File: src/rtl/mem_access_if.sv
// Bundles the pipeline-side, data-memory and MEM/WB signals of the memory access stage.
// slave is the stage itself; master is whatever drives the pipeline and serves the memory.
interface mem_access_if #(
    parameter int REG_ADDR_W = 5
);
    logic                  valid_in;
    logic [3:0]            mem_op_in;
    logic [31:0]           mem_addr_in;
    logic [31:0]           store_data_in;
    logic [REG_ADDR_W-1:0] dest_addr_in;
    logic                  wreg_in;
    logic [31:0]           dest_data_in;
    logic [31:0]           hi_in;
    logic [31:0]           lo_in;
    logic                  whilo_in;

    logic                  dmem_req;
    logic                  dmem_we;
    logic [3:0]            dmem_be;
    logic [31:0]           dmem_addr;
    logic [31:0]           dmem_wdata;
    logic [31:0]           dmem_rdata;
    logic                  dmem_ack;

    logic                  stall_req;

    logic                  valid_out;
    logic [REG_ADDR_W-1:0] dest_addr_out;
    logic                  wreg_out;
    logic [31:0]           dest_data_out;
    logic [31:0]           hi_out;
    logic [31:0]           lo_out;
    logic                  whilo_out;
    logic [1:0]            excp_out;

    modport slave (
        input  valid_in, mem_op_in, mem_addr_in, store_data_in, dest_addr_in,
        input  wreg_in, dest_data_in, hi_in, lo_in, whilo_in,
        input  dmem_rdata, dmem_ack,
        output dmem_req, dmem_we, dmem_be, dmem_addr, dmem_wdata,
        output stall_req,
        output valid_out, dest_addr_out, wreg_out, dest_data_out,
        output hi_out, lo_out, whilo_out, excp_out
    );

    modport master (
        output valid_in, mem_op_in, mem_addr_in, store_data_in, dest_addr_in,
        output wreg_in, dest_data_in, hi_in, lo_in, whilo_in,
        output dmem_rdata, dmem_ack,
        input  dmem_req, dmem_we, dmem_be, dmem_addr, dmem_wdata,
        input  stall_req,
        input  valid_out, dest_addr_out, wreg_out, dest_data_out,
        input  hi_out, lo_out, whilo_out, excp_out
    );
endinterface

File: src/rtl/mem_access.sv
// MEM pipeline stage: issues byte/half/word loads and stores to a data memory with an
// ack handshake and bounded wait, and registers the MEM/WB fields.
module mem_access #(
    parameter int REG_ADDR_W = 5,
    parameter int TIMEOUT    = 15
) (
    input  logic        clk,
    input  logic        rst,
    mem_access_if.slave bus
);

    localparam logic [3:0] OP_LB  = 4'd1;
    localparam logic [3:0] OP_LBU = 4'd2;
    localparam logic [3:0] OP_LH  = 4'd3;
    localparam logic [3:0] OP_LHU = 4'd4;
    localparam logic [3:0] OP_LW  = 4'd5;
    localparam logic [3:0] OP_SB  = 4'd6;
    localparam logic [3:0] OP_SH  = 4'd7;
    localparam logic [3:0] OP_SW  = 4'd8;

    localparam logic [7:0] CNT_LAST = 8'(TIMEOUT - 1);

    typedef enum logic {
        ST_IDLE = 1'b0,
        ST_BUSY = 1'b1
    } state_t;

    function automatic logic is_mem(input logic [3:0] op);
        return (op >= OP_LB) && (op <= OP_SW);
    endfunction

    function automatic logic is_store(input logic [3:0] op);
        return (op >= OP_SB) && (op <= OP_SW);
    endfunction

    function automatic logic misaligned(input logic [3:0] op, input logic [1:0] lane);
        case (op)
            OP_LH, OP_LHU, OP_SH: return lane[0];
            OP_LW, OP_SW:         return (lane != 2'b00);
            default:              return 1'b0;
        endcase
    endfunction

    function automatic logic [3:0] store_be(input logic [3:0] op, input logic [1:0] lane);
        case (op)
            OP_SB:   return 4'b0001 << lane;
            OP_SH:   return lane[1] ? 4'b1100 : 4'b0011;
            default: return 4'b1111;
        endcase
    endfunction

    function automatic logic [31:0] store_wdata(input logic [3:0] op, input logic [31:0] d);
        case (op)
            OP_SB:   return {4{d[7:0]}};
            OP_SH:   return {2{d[15:0]}};
            OP_SW:   return d;
            default: return 32'd0;
        endcase
    endfunction

    function automatic logic [31:0] load_fmt(input logic [3:0] op, input logic [1:0] lane,
                                             input logic [31:0] w);
        logic [7:0]  b;
        logic [15:0] h;
        case (lane)
            2'd0:    b = w[7:0];
            2'd1:    b = w[15:8];
            2'd2:    b = w[23:16];
            default: b = w[31:24];
        endcase
        h = lane[1] ? w[31:16] : w[15:0];
        case (op)
            OP_LB:   return {{24{b[7]}}, b};
            OP_LBU:  return {24'd0, b};
            OP_LH:   return {{16{h[15]}}, h};
            OP_LHU:  return {16'd0, h};
            default: return w;
        endcase
    endfunction

    state_t                r_state;
    state_t                w_state_nxt;
    logic [7:0]            r_cnt;
    logic [7:0]            w_cnt_nxt;

    logic [3:0]            r_op;
    logic [1:0]            r_lane;
    logic [REG_ADDR_W-1:0] r_dest_addr;
    logic                  r_wreg;
    logic [31:0]           r_dest_data;
    logic [31:0]           r_hi;
    logic [31:0]           r_lo;
    logic                  r_whilo;

    logic                  r_dmem_req;
    logic                  r_dmem_we;
    logic [3:0]            r_dmem_be;
    logic [31:0]           r_dmem_addr;
    logic [31:0]           r_dmem_wdata;

    logic                  r_valid_out;
    logic [REG_ADDR_W-1:0] r_dest_addr_out;
    logic                  r_wreg_out;
    logic [31:0]           r_dest_data_out;
    logic [31:0]           r_hi_out;
    logic [31:0]           r_lo_out;
    logic                  r_whilo_out;
    logic [1:0]            r_excp_out;

    logic                  w_in_mem;
    logic                  w_in_misal;
    logic                  w_launch;
    logic                  w_pass;
    logic                  w_misal;
    logic                  w_bubble;
    logic                  w_done;
    logic                  w_tmo;
    logic                  w_stall;

    assign w_in_mem   = is_mem(bus.mem_op_in);
    assign w_in_misal = misaligned(bus.mem_op_in, bus.mem_addr_in[1:0]);

    // State register and BUSY cycle counter
    always_ff @(posedge clk or negedge rst) begin
        if (!rst) begin
            r_state <= ST_IDLE;
            r_cnt   <= 8'd0;
        end else begin
            r_state <= w_state_nxt;
            r_cnt   <= w_cnt_nxt;
        end
    end

    // Next state, counter and one-hot action strobes; stall drops on the completing cycle
    always_comb begin
        w_state_nxt = r_state;
        w_cnt_nxt   = r_cnt;
        w_launch    = 1'b0;
        w_pass      = 1'b0;
        w_misal     = 1'b0;
        w_bubble    = 1'b0;
        w_done      = 1'b0;
        w_tmo       = 1'b0;
        w_stall     = 1'b0;
        case (r_state)
            ST_IDLE: begin
                w_cnt_nxt = 8'd0;
                if (!bus.valid_in) begin
                    w_bubble = 1'b1;
                end else if (!w_in_mem) begin
                    w_pass = 1'b1;
                end else if (w_in_misal) begin
                    w_misal = 1'b1;
                end else begin
                    w_launch    = 1'b1;
                    w_stall     = 1'b1;
                    w_state_nxt = ST_BUSY;
                end
            end
            ST_BUSY: begin
                if (bus.dmem_ack) begin
                    w_done      = 1'b1;
                    w_cnt_nxt   = 8'd0;
                    w_state_nxt = ST_IDLE;
                end else if (r_cnt == CNT_LAST) begin
                    w_tmo       = 1'b1;
                    w_cnt_nxt   = 8'd0;
                    w_state_nxt = ST_IDLE;
                end else begin
                    w_stall   = 1'b1;
                    w_cnt_nxt = r_cnt + 8'd1;
                end
            end
            default: begin
                w_state_nxt = ST_IDLE;
                w_cnt_nxt   = 8'd0;
            end
        endcase
    end

    // Latched instruction, memory request and MEM/WB output registers
    always_ff @(posedge clk or negedge rst) begin
        if (!rst) begin
            r_op            <= 4'd0;
            r_lane          <= 2'd0;
            r_dest_addr     <= '0;
            r_wreg          <= 1'b0;
            r_dest_data     <= 32'd0;
            r_hi            <= 32'd0;
            r_lo            <= 32'd0;
            r_whilo         <= 1'b0;
            r_dmem_req      <= 1'b0;
            r_dmem_we       <= 1'b0;
            r_dmem_be       <= 4'd0;
            r_dmem_addr     <= 32'd0;
            r_dmem_wdata    <= 32'd0;
            r_valid_out     <= 1'b0;
            r_dest_addr_out <= '0;
            r_wreg_out      <= 1'b0;
            r_dest_data_out <= 32'd0;
            r_hi_out        <= 32'd0;
            r_lo_out        <= 32'd0;
            r_whilo_out     <= 1'b0;
            r_excp_out      <= 2'b00;
        end else if (w_launch) begin
            r_op         <= bus.mem_op_in;
            r_lane       <= bus.mem_addr_in[1:0];
            r_dest_addr  <= bus.dest_addr_in;
            r_wreg       <= bus.wreg_in;
            r_dest_data  <= bus.dest_data_in;
            r_hi         <= bus.hi_in;
            r_lo         <= bus.lo_in;
            r_whilo      <= bus.whilo_in;
            r_dmem_req   <= 1'b1;
            r_dmem_we    <= is_store(bus.mem_op_in);
            r_dmem_be    <= store_be(bus.mem_op_in, bus.mem_addr_in[1:0]);
            r_dmem_addr  <= {bus.mem_addr_in[31:2], 2'b00};
            r_dmem_wdata <= store_wdata(bus.mem_op_in, bus.store_data_in);
            r_valid_out  <= 1'b0;
            r_wreg_out   <= 1'b0;
            r_whilo_out  <= 1'b0;
            r_excp_out   <= 2'b00;
        end else if (w_done) begin
            r_dmem_req      <= 1'b0;
            r_dmem_we       <= 1'b0;
            r_valid_out     <= 1'b1;
            r_excp_out      <= 2'b00;
            r_dest_addr_out <= r_dest_addr;
            r_wreg_out      <= r_wreg;
            r_whilo_out     <= r_whilo;
            r_hi_out        <= r_hi;
            r_lo_out        <= r_lo;
            r_dest_data_out <= is_store(r_op) ? r_dest_data : load_fmt(r_op, r_lane, bus.dmem_rdata);
        end else if (w_tmo) begin
            r_dmem_req      <= 1'b0;
            r_dmem_we       <= 1'b0;
            r_valid_out     <= 1'b1;
            r_wreg_out      <= 1'b0;
            r_whilo_out     <= 1'b0;
            r_excp_out      <= 2'b10;
            r_dest_addr_out <= r_dest_addr;
            r_dest_data_out <= r_dest_data;
            r_hi_out        <= r_hi;
            r_lo_out        <= r_lo;
        end else if (w_pass || w_misal) begin
            r_valid_out     <= 1'b1;
            r_dest_addr_out <= bus.dest_addr_in;
            r_dest_data_out <= bus.dest_data_in;
            r_hi_out        <= bus.hi_in;
            r_lo_out        <= bus.lo_in;
            r_wreg_out      <= w_pass & bus.wreg_in;
            r_whilo_out     <= w_pass & bus.whilo_in;
            r_excp_out      <= w_misal ? 2'b01 : 2'b00;
        end else if (w_bubble) begin
            r_valid_out <= 1'b0;
            r_wreg_out  <= 1'b0;
            r_whilo_out <= 1'b0;
            r_excp_out  <= 2'b00;
        end else begin
            // still waiting for the memory: nothing retires this cycle
            r_valid_out <= 1'b0;
            r_wreg_out  <= 1'b0;
            r_whilo_out <= 1'b0;
        end
    end

    assign bus.stall_req     = w_stall;
    assign bus.dmem_req      = r_dmem_req;
    assign bus.dmem_we       = r_dmem_we;
    assign bus.dmem_be       = r_dmem_be;
    assign bus.dmem_addr     = r_dmem_addr;
    assign bus.dmem_wdata    = r_dmem_wdata;
    assign bus.valid_out     = r_valid_out;
    assign bus.dest_addr_out = r_dest_addr_out;
    assign bus.wreg_out      = r_wreg_out;
    assign bus.dest_data_out = r_dest_data_out;
    assign bus.hi_out        = r_hi_out;
    assign bus.lo_out        = r_lo_out;
    assign bus.whilo_out     = r_whilo_out;
    assign bus.excp_out      = r_excp_out;

endmodule

File: src/flat_wrapper.sv
// flat-port wrapper written by rule: the top's interface ports become plain ports
module mem_access_flat 
#(
    parameter int REG_ADDR_W = 5,
    parameter int TIMEOUT    = 15
)
  (clk, rst, bus_valid_in, bus_mem_op_in, bus_mem_addr_in, bus_store_data_in, bus_dest_addr_in, bus_wreg_in, bus_dest_data_in, bus_hi_in, bus_lo_in, bus_whilo_in, bus_dmem_rdata, bus_dmem_ack, bus_dmem_req, bus_dmem_we, bus_dmem_be, bus_dmem_addr, bus_dmem_wdata, bus_stall_req, bus_valid_out, bus_dest_addr_out, bus_wreg_out, bus_dest_data_out, bus_hi_out, bus_lo_out, bus_whilo_out, bus_excp_out);
  mem_access_if #(.REG_ADDR_W(REG_ADDR_W)) bus_i ();
  input  logic clk;
  input  logic rst;
  input wire logic [$bits(bus_i.valid_in)-1:0] bus_valid_in;
  input wire logic [$bits(bus_i.mem_op_in)-1:0] bus_mem_op_in;
  input wire logic [$bits(bus_i.mem_addr_in)-1:0] bus_mem_addr_in;
  input wire logic [$bits(bus_i.store_data_in)-1:0] bus_store_data_in;
  input wire logic [$bits(bus_i.dest_addr_in)-1:0] bus_dest_addr_in;
  input wire logic [$bits(bus_i.wreg_in)-1:0] bus_wreg_in;
  input wire logic [$bits(bus_i.dest_data_in)-1:0] bus_dest_data_in;
  input wire logic [$bits(bus_i.hi_in)-1:0] bus_hi_in;
  input wire logic [$bits(bus_i.lo_in)-1:0] bus_lo_in;
  input wire logic [$bits(bus_i.whilo_in)-1:0] bus_whilo_in;
  input wire logic [$bits(bus_i.dmem_rdata)-1:0] bus_dmem_rdata;
  input wire logic [$bits(bus_i.dmem_ack)-1:0] bus_dmem_ack;
  output wire logic [$bits(bus_i.dmem_req)-1:0] bus_dmem_req;
  output wire logic [$bits(bus_i.dmem_we)-1:0] bus_dmem_we;
  output wire logic [$bits(bus_i.dmem_be)-1:0] bus_dmem_be;
  output wire logic [$bits(bus_i.dmem_addr)-1:0] bus_dmem_addr;
  output wire logic [$bits(bus_i.dmem_wdata)-1:0] bus_dmem_wdata;
  output wire logic [$bits(bus_i.stall_req)-1:0] bus_stall_req;
  output wire logic [$bits(bus_i.valid_out)-1:0] bus_valid_out;
  output wire logic [$bits(bus_i.dest_addr_out)-1:0] bus_dest_addr_out;
  output wire logic [$bits(bus_i.wreg_out)-1:0] bus_wreg_out;
  output wire logic [$bits(bus_i.dest_data_out)-1:0] bus_dest_data_out;
  output wire logic [$bits(bus_i.hi_out)-1:0] bus_hi_out;
  output wire logic [$bits(bus_i.lo_out)-1:0] bus_lo_out;
  output wire logic [$bits(bus_i.whilo_out)-1:0] bus_whilo_out;
  output wire logic [$bits(bus_i.excp_out)-1:0] bus_excp_out;
  assign bus_i.valid_in = bus_valid_in;
  assign bus_i.mem_op_in = bus_mem_op_in;
  assign bus_i.mem_addr_in = bus_mem_addr_in;
  assign bus_i.store_data_in = bus_store_data_in;
  assign bus_i.dest_addr_in = bus_dest_addr_in;
  assign bus_i.wreg_in = bus_wreg_in;
  assign bus_i.dest_data_in = bus_dest_data_in;
  assign bus_i.hi_in = bus_hi_in;
  assign bus_i.lo_in = bus_lo_in;
  assign bus_i.whilo_in = bus_whilo_in;
  assign bus_i.dmem_rdata = bus_dmem_rdata;
  assign bus_i.dmem_ack = bus_dmem_ack;
  assign bus_dmem_req = bus_i.dmem_req;
  assign bus_dmem_we = bus_i.dmem_we;
  assign bus_dmem_be = bus_i.dmem_be;
  assign bus_dmem_addr = bus_i.dmem_addr;
  assign bus_dmem_wdata = bus_i.dmem_wdata;
  assign bus_stall_req = bus_i.stall_req;
  assign bus_valid_out = bus_i.valid_out;
  assign bus_dest_addr_out = bus_i.dest_addr_out;
  assign bus_wreg_out = bus_i.wreg_out;
  assign bus_dest_data_out = bus_i.dest_data_out;
  assign bus_hi_out = bus_i.hi_out;
  assign bus_lo_out = bus_i.lo_out;
  assign bus_whilo_out = bus_i.whilo_out;
  assign bus_excp_out = bus_i.excp_out;
  mem_access #(.REG_ADDR_W(REG_ADDR_W), .TIMEOUT(TIMEOUT)) u_core (.clk(clk), .rst(rst), .bus(bus_i));
endmodule
File: config.mk
export PLATFORM = sky130hd
export DESIGN_NAME = mem_access_flat
export DESIGN_NICKNAME = d
export VERILOG_FILES = /design/src/rtl/mem_access_if.sv /design/src/rtl/mem_access.sv /design/src/flat_wrapper.sv
export SDC_FILE = /design/constraint.sdc
export NUM_CORES = 1
export LEC_CHECK = 0
export CORE_MARGIN = 2
export CORE_UTILIZATION = 50
export CTS_BUF_LIST = sky130_fd_sc_hd__clkbuf_8
export CTS_CLUSTER_DIAMETER = 60
export DETAILED_ROUTE_END_ITERATION = 8
export PLACE_DENSITY = 0.93
export SYNTH_ARGS = -nofsm -noshare
export SYNTH_HDL_FRONTEND = slang
export SYNTH_SLANG_ARGS = --single-unit
File: constraint.sdc
create_clock -name clk -period 5.7 [get_ports clk]
set_clock_uncertainty 0.2 [all_clocks]
set_input_delay 1.71 -clock clk [delete_from_list [all_inputs] [get_ports clk]]
set_output_delay 1.71 -clock clk [all_outputs]
set_load 0.02 [all_outputs]
==> impl_metrics.ini, run 1 <==
[routing]
wire_per_inst_um = 20.7
drcViolationCount = 0
drt-vias-per-instance = 5.74
num_vias = 12700
first_pass_iters = 6
drt_iter0_drc = 1095
ant_nets = 0
drt_wl_total_um = 45700

[yosys]
synth_area_per_cell_sq_um = 10.1
synthCells = 1418
syn_area_sq_mm = 0.0143
synthAdderAreaFrac_pct = 0.175
yosys.area_share.xor_xnor_pct = 0.368
synth_top_family_by_area = simple AND/OR/NAND/NOR gates
ys_types = 63
async_reset_ff_share_pct = 100
synthSimpleGateAreaFrac_pct = 17.9
yosysSeqAreaShare_pct = 51.2
ys_ff_latch = 292
yosysWarningCount = 0
synth.area.mux_share_pct = 16.3
ys.flop_type = dfrtp_1
synth_compound_area_share_pct = 10.2
synth-edff-count = 0

[global_route]
grt_pass1_wl_um = 72200
grt_max_degree = 100
grt.overflow.total = 0
grt.total_usage_pct = 30.0
grt_pass1_vias = 13200
antenna_found_initial = 3

[timing]
fin_crit_sh_pct = 96.4
max_slew_margin_pct = 34.2
rsz0062_at_grt = false
timing.fmax_mhz = 182
worst_slew_pin_slew_ps = 987
slew_violations = 0
fin_crit_ps = 5500
finalHoldViolCount = 0
setup_ws_ps = 204
setup_viol = 0

[clocking]
cts_tree = done
cts_root_buf = clkbuf_8
clk_pin_slew_ps = 60
cts_sinks = 292
numCtsBuffers = 49
htree_levels = 2
postCtsSetupBuffers = 0
clockBufferDepth = 3
clk_latency_ps = 570

[run_status]
outcome = finished, final reports clean

[cells_and_area]
finalInstanceArea_sq_mm = 0.0195
drive_above_1_share_pct = 16.2
num-nets-final = 2003
area_growth_pct = 36.6

[worst_setup_path]
cp_num_buf_inv = 2
cpMostUsedCell = nand2_1
crit_chain = clkdlybuf4s50_1 -> o31ai_4 -> nand2_1 -> or4_4 -> nand2_1 -> dlygate4sd2_1
crit_path_start_kind = input pin
cp_top_family = buffers and inverters
slowest_delay_ps = 530
crit_required_ps = 3790
cp_slowest_cell = clkdlybuf4s50_1
setup.worst_path.class = in -> out
critPathArrivalTime_ps = 3590
crit_path_max_fanout = 6
critPathCaptureType = primary output

[floorplan]
initial_core_util_pct = 51.1
core_sq_mm = 0.0279
num_rows = 61
die_y_um = 173
io_pins = 384
die_area_sq_mm = 0.0299
fp.dieW_um = 173

[placement]
port_buffers = 381
place_ws_ps = -102
place_congestion = 0.958
dp_hpwl_um = 31400
dpl-instance-area_sq_mm = 0.0185

[power]
powerDensity_mw_per_mm2 = 400
vdd_drop_max_mv = 0.263
leakagePower_uw = 0.00896

[min_path]
hold_class = reg -> reg

[flow_run]
drv_cap = 0
synthesized netlist by cell type (all sizes together), types with 3 or more instances:
cell type	n	area, sq um
nand2	452	1700
dfrtp	292	7310
mux2	155	1890
clkbuf	68	255
nor2	57	214
o21ai	47	246
o31ai	38	299
buf	32	257
a21oi	30	154
nand3	26	130
mux2i	25	250
a221oi	22	193
and3	17	106
o22ai	17	106
and2	11	68.8
inv	9	33.8
o21bai	9	67.6
mux4	8	180
or3	8	50.1
a211oi	7	52.6
o22a	7	61.3
o311a	7	70.1
a31oi	6	37.5
nand3b	6	45.0
nor2b	6	37.5
nand2b	5	31.3
nor3	4	20.0
xor2	4	35.0
and3b	3	26.3
nor4b	3	26.3
o21a	3	22.5
placed cells by master (no fill, tap or decap), drive strengths merged, types with 26 or more instances in the layout:
cell type / n
clkbuf: 68
buf: 44
clkdlybuf4s50: 377
nand3: 26
mux2: 155
nor2: 57
dfrtp: 292
o21ai: 47
o31ai: 38
a21oi: 30
nand2: 452
power by group:
group | total [uW] | internal [uW] | switching, uW
sequential | 3050 | 2630 | 424
combinational | 2820 | 1390 | 1440
clock | 1930 | 1060 | 872
total | 7810 | 5070 | 2730
cells by family (layout without fill, tap and decap cells):
| logic type | Yosys count | in the layout |
|---|---|---|
| flip-flops | 292 | 292 |
| AO/OA/AOI/OAI | 208 | 208 |
| XOR/XNOR | 6 | 6 |
| AND/OR/NAND/NOR | 611 | 611 |
| other | 1 | 5 |
| multiplexers | 188 | 188 |
| buffers and inverters | 110 | 521 |
| adder cells (fa/ha/maj) | 2 | 2 |
final timing paths:
path,start,endpoint,slack (ps),depth (start not counted)
max,bus_mem_op_in[1],bus_stall_req,200,6
min,u_core.bus.dmem_wdata[3],u_core.bus.dmem_wdata[3],270,2
max reg2reg,u_core.r_state,u_core.r_lo[10],2030,7
min reg2reg,u_core.bus.dmem_wdata[3],u_core.bus.dmem_wdata[3],270,2
max in group asynchronous,rst,u_core.r_lo[10],3230,2
min in group asynchronous,rst,u_core.r_dest_data[10],990,1
stage by stage:
step	util, %	instances	total power [uW]	hold WS [ps]	setup TNS [ps]
floorplan	-	1419	4510	242	0
global placement	66.1	2121	5730	251	-66.4
detailed placement	66.1	2121	5860	257	-102
CTS	69.8	2208	7820	271	0
global route	69.8	2210	8160	295	0
finish	69.8	2211	7810	271	0
metal layers:
metal  up-vias  global-route usage (%)  share of wire (%)
met5         -                       0                  0
met1      6270                    35.9                 38
met4         0                    14.0                4.5
met2       651                    50.8                 50
met3       140                    7.56                7.9
li1       5630                       -                  -
registers in the layout, summed over array words and instances (netlist names), 4 cells and up:
register                  count
u_core.r_lo                  32
u_core.bus.dest_data_out     32
u_core.r_op                   4
u_core.bus.lo_out            32
u_core.r_cnt                  8
u_core.r_dest_addr            5
u_core.r_hi                  32
u_core.bus.dmem_be            4
u_core.r_dest_data           32
u_core.bus.hi_out            32
u_core.bus.dest_addr_out      5
u_core.bus.dmem_wdata        32
u_core.bus.dmem_addr         30
worst register-to-register path: cells and delay by family (launching register included):
family        cells  cell delay [ps]
simple gates      4              690
buf+inv           3             1940
flops             1              770
final cells by class:
class	count	area, sq um
well taps	378	473
flip-flops and latches	292	7310
clock buffers	68	936
diodes	3	7.51
multi-input cells	1017	6450
clock inverters	19	90.1
inverters	10	42.5
fillers	1950	8430
repair buffers	424	4200
timing repair:
| action | in CTS | in global routing |
|---|---|---|
| hold buffers | 0 | 0 |
| resized for setup | 3 | 0 |
| setup endpoints to repair | 1 | 0 |
| endpoints found under the hold margin | 0 | 0 |
No activity file was read; power rests on OpenSTA's default activity.
==> run 2, diff against run 1 <==
Settings changed: TNS_END_PERCENT set to 10.
==> results of run 2 <==
No change in the layout: final DEF, timing and power equal those of run 1.
==> run 3, diff against run 2 <==
Settings changed: GPL_ROUTABILITY_DRIVEN set to 1.
==> results of run 3 <==
No change in the layout: final DEF, timing and power equal those of run 1.
==> patch: new RTL, flow settings as in run 2 <==
Reset style: synchronous (`rst`), changed in 2 clocked blocks.
--- a/src/rtl/mem_access.sv
+++ b/src/rtl/mem_access.sv
@@ -122,5 +122,5 @@
 
     // State register and BUSY cycle counter
-    always_ff @(posedge clk or negedge rst) begin
+    always_ff @(posedge clk) begin
         if (!rst) begin
             r_state <= ST_IDLE;
@@ -180,5 +180,5 @@
 
     // Latched instruction, memory request and MEM/WB output registers
-    always_ff @(posedge clk or negedge rst) begin
+    always_ff @(posedge clk) begin
         if (!rst) begin
             r_op            <= 4'd0;
Check against the original RTL: not equivalent (Yosys sat finds a counterexample within 4 cycles, from zero or initial values and one cycle with rst low; the reset may be asserted at any time).
==> patch against run 2 <==
  * Highest routed layer unchanged
  * Wire length decreased by 1.6%
  * Worst setup slack got worse by 76 ps
  * Sequential cell count unchanged
  * Non-clock buffer count down 12
  * Critical endpoint unchanged
  * Design area decreased by 6.3%
  * Synthesized area down 5.9%
Power is not compared: it rests on default switching activity, and its combinational part moved more than twofold at a synthesized area within 25%.
==> patch: results (changes against run 2) <==
PLACE_HPWL_MM=29.8  # was 31.4 mm
LAYOUT-DRIVE-GT1-SHARE=0.108  # was 0.162
DPL.CELL_COUNT=2204  # was 2121
GRT.MET3_USAGE=0.0722  # was 0.0756
SYNTHESIS.INSTANCES=1605  # was 1418
TIMING.MAX_SLEW.REL_SLACK=0.229  # was 0.342
POST_SYNTH_MAIN_AREA_CONTRIBUTORS='dfxtp_1 43%, nand2_1 13%, a311oi_2 7.5%'  # was dfrtp_1 51%, nand2_1 12%, mux2_2 9.1%
MIN_FROM='u_core.bus.dmem_addr[31]'  # was u_core.bus.dmem_wdata[3]
WORST-R2R-CELL-COUNT=5  # was 7
CRITICAL_PATH.MAX_STAGE_DELAY_PS=620  # was 530 ps
GRT_START_MAX_NET_PINS=103  # was 100
REG2REG_SLACK_PS=2500  # was 2030 ps
REG2REG_TO='u_core.bus.dest_data_out[20]'  # was u_core.r_lo[10]
HOLD_END='u_core.bus.dmem_addr[31]'  # was u_core.bus.dmem_wdata[3]
GRTUSAGETOTAL=0.305  # was 0.300
REGTOREGSTARTPOINT='u_core.r_lane[1]'  # was u_core.r_state
YS.WARNINGS.COUNT=0  # unchanged
DRT_FIRST_ITER_VIOLATIONS=1363  # was 1095
CRITICAL_PATH_ARRIVAL_PS=3660  # was 3590 ps
GRT_FIRST_PASS_WIRELENGTH_MM=70.1  # was 72.2 mm
YOSYSSEQAREASHARE=0.435  # was 0.512
POSTSYNTH.TOPFLOPCELL='dfxtp_1'  # was dfrtp_1
LAYOUT.FILLER_CELLS=1938  # was 1950
STATUS='completed'  # unchanged
CRIT_PATH_MAX_FANOUT=4  # was 6
WORST_HOLD_SLACK_PS=254  # was 271 ps
GRT_ANTENNA_BEFORE_REPAIR=5  # was 3
DR_TOTAL_VIAS=13842  # was 12.7k
YS_TOP_CELLS_BY_COUNT='458 x nand2_1, 292 x dfxtp_1, 174 x a21oi_1, 92 x nor3_1, 80 x clkbuf_1'  # was 452 x nand2_1, 292 x dfrtp_1, 116 x mux2_2, 68 x clkbuf_1, 57 x nor2_1
POST_CTS_RESIZED=0  # was 3
MIN_PERIOD_OVER_PERIOD=0.978  # was 0.964
PLACE_CONGESTION=0.894  # was 0.958
YOSYSUNIQUECELLTYPES=69  # was 63
STDCELL_COUNT=2294  # was 2211
NNETSFINAL=2123  # was 2003
CRIT_PATH_START='bus_mem_op_in[2]'  # was bus_mem_op_in[1]
==> patch: changes by cell type after synthesis, moves of 67 or more <==
cell	before	now
dfrtp_1	292	0
dfxtp_1	0	292
a21oi_1	29	174
mux2_2	116	9
nor3_1	4	92
a311oi_2	0	67
==> patch: stage by stage <==
stage | instance area [µm²] | power [µW]
2_1_floorplan | 13400 | 2920
3_3_place_gp | 17300 | 3380
3_5_place_dp | 17300 | 3410
4_1_cts | 18300 | 5320
5_1_grt | 18300 | 5510
6_report | 18300 | 5320
==> patch: cell families after synthesis <==
logic type,count (synthesis),synth area share
flops,292,0.435
buf+inv,176,0.0618
fa+ha+maj,2,0.00186
simple gates,654,0.205
xor+xnor,7,0.00456
mux,42,0.0396
compound gates,431,0.252
other cells,1,0.000279
==> patch: layer usage <==
metal  vias to the layer above  part of all wire  wire, µm
met5                         -                 0         0
met4                         0             0.060      2680
met3                       195             0.093      4180
li1                       6314                 -         -
met1                      6526              0.37     16500
met2                       807              0.48     21500
==> patch: power by group <==
part | leakage, µW | internal (µW) | switching (µW)
logic | 0.00364 | 504 | 605
registers | 0.00239 | 2180 | 93.1
clock network | 0.000582 | 1090 | 838
total | 0.00661 | 3780 | 1540
==> patch: layout make-up <==
| type | instances | area share |
|---|---|---|
| antenna | 5 | 0.000684 |
| clock buffer | 61 | 0.0459 |
| clock inverter | 24 | 0.00972 |
| inverter | 21 | 0.00472 |
| multi-input combinational | 1138 | 0.372 |
| sequential | 292 | 0.320 |
| tap | 341 | 0.0233 |
| timing repair buffer | 412 | 0.224 |
==> patch: worst min-delay path, delay by kind of cell (launching register included) <==
kind	cells	cell delay, ps
AOI/OAI and AO/OA	1	50
DFF	1	310
and+or+nand+nor	1	50
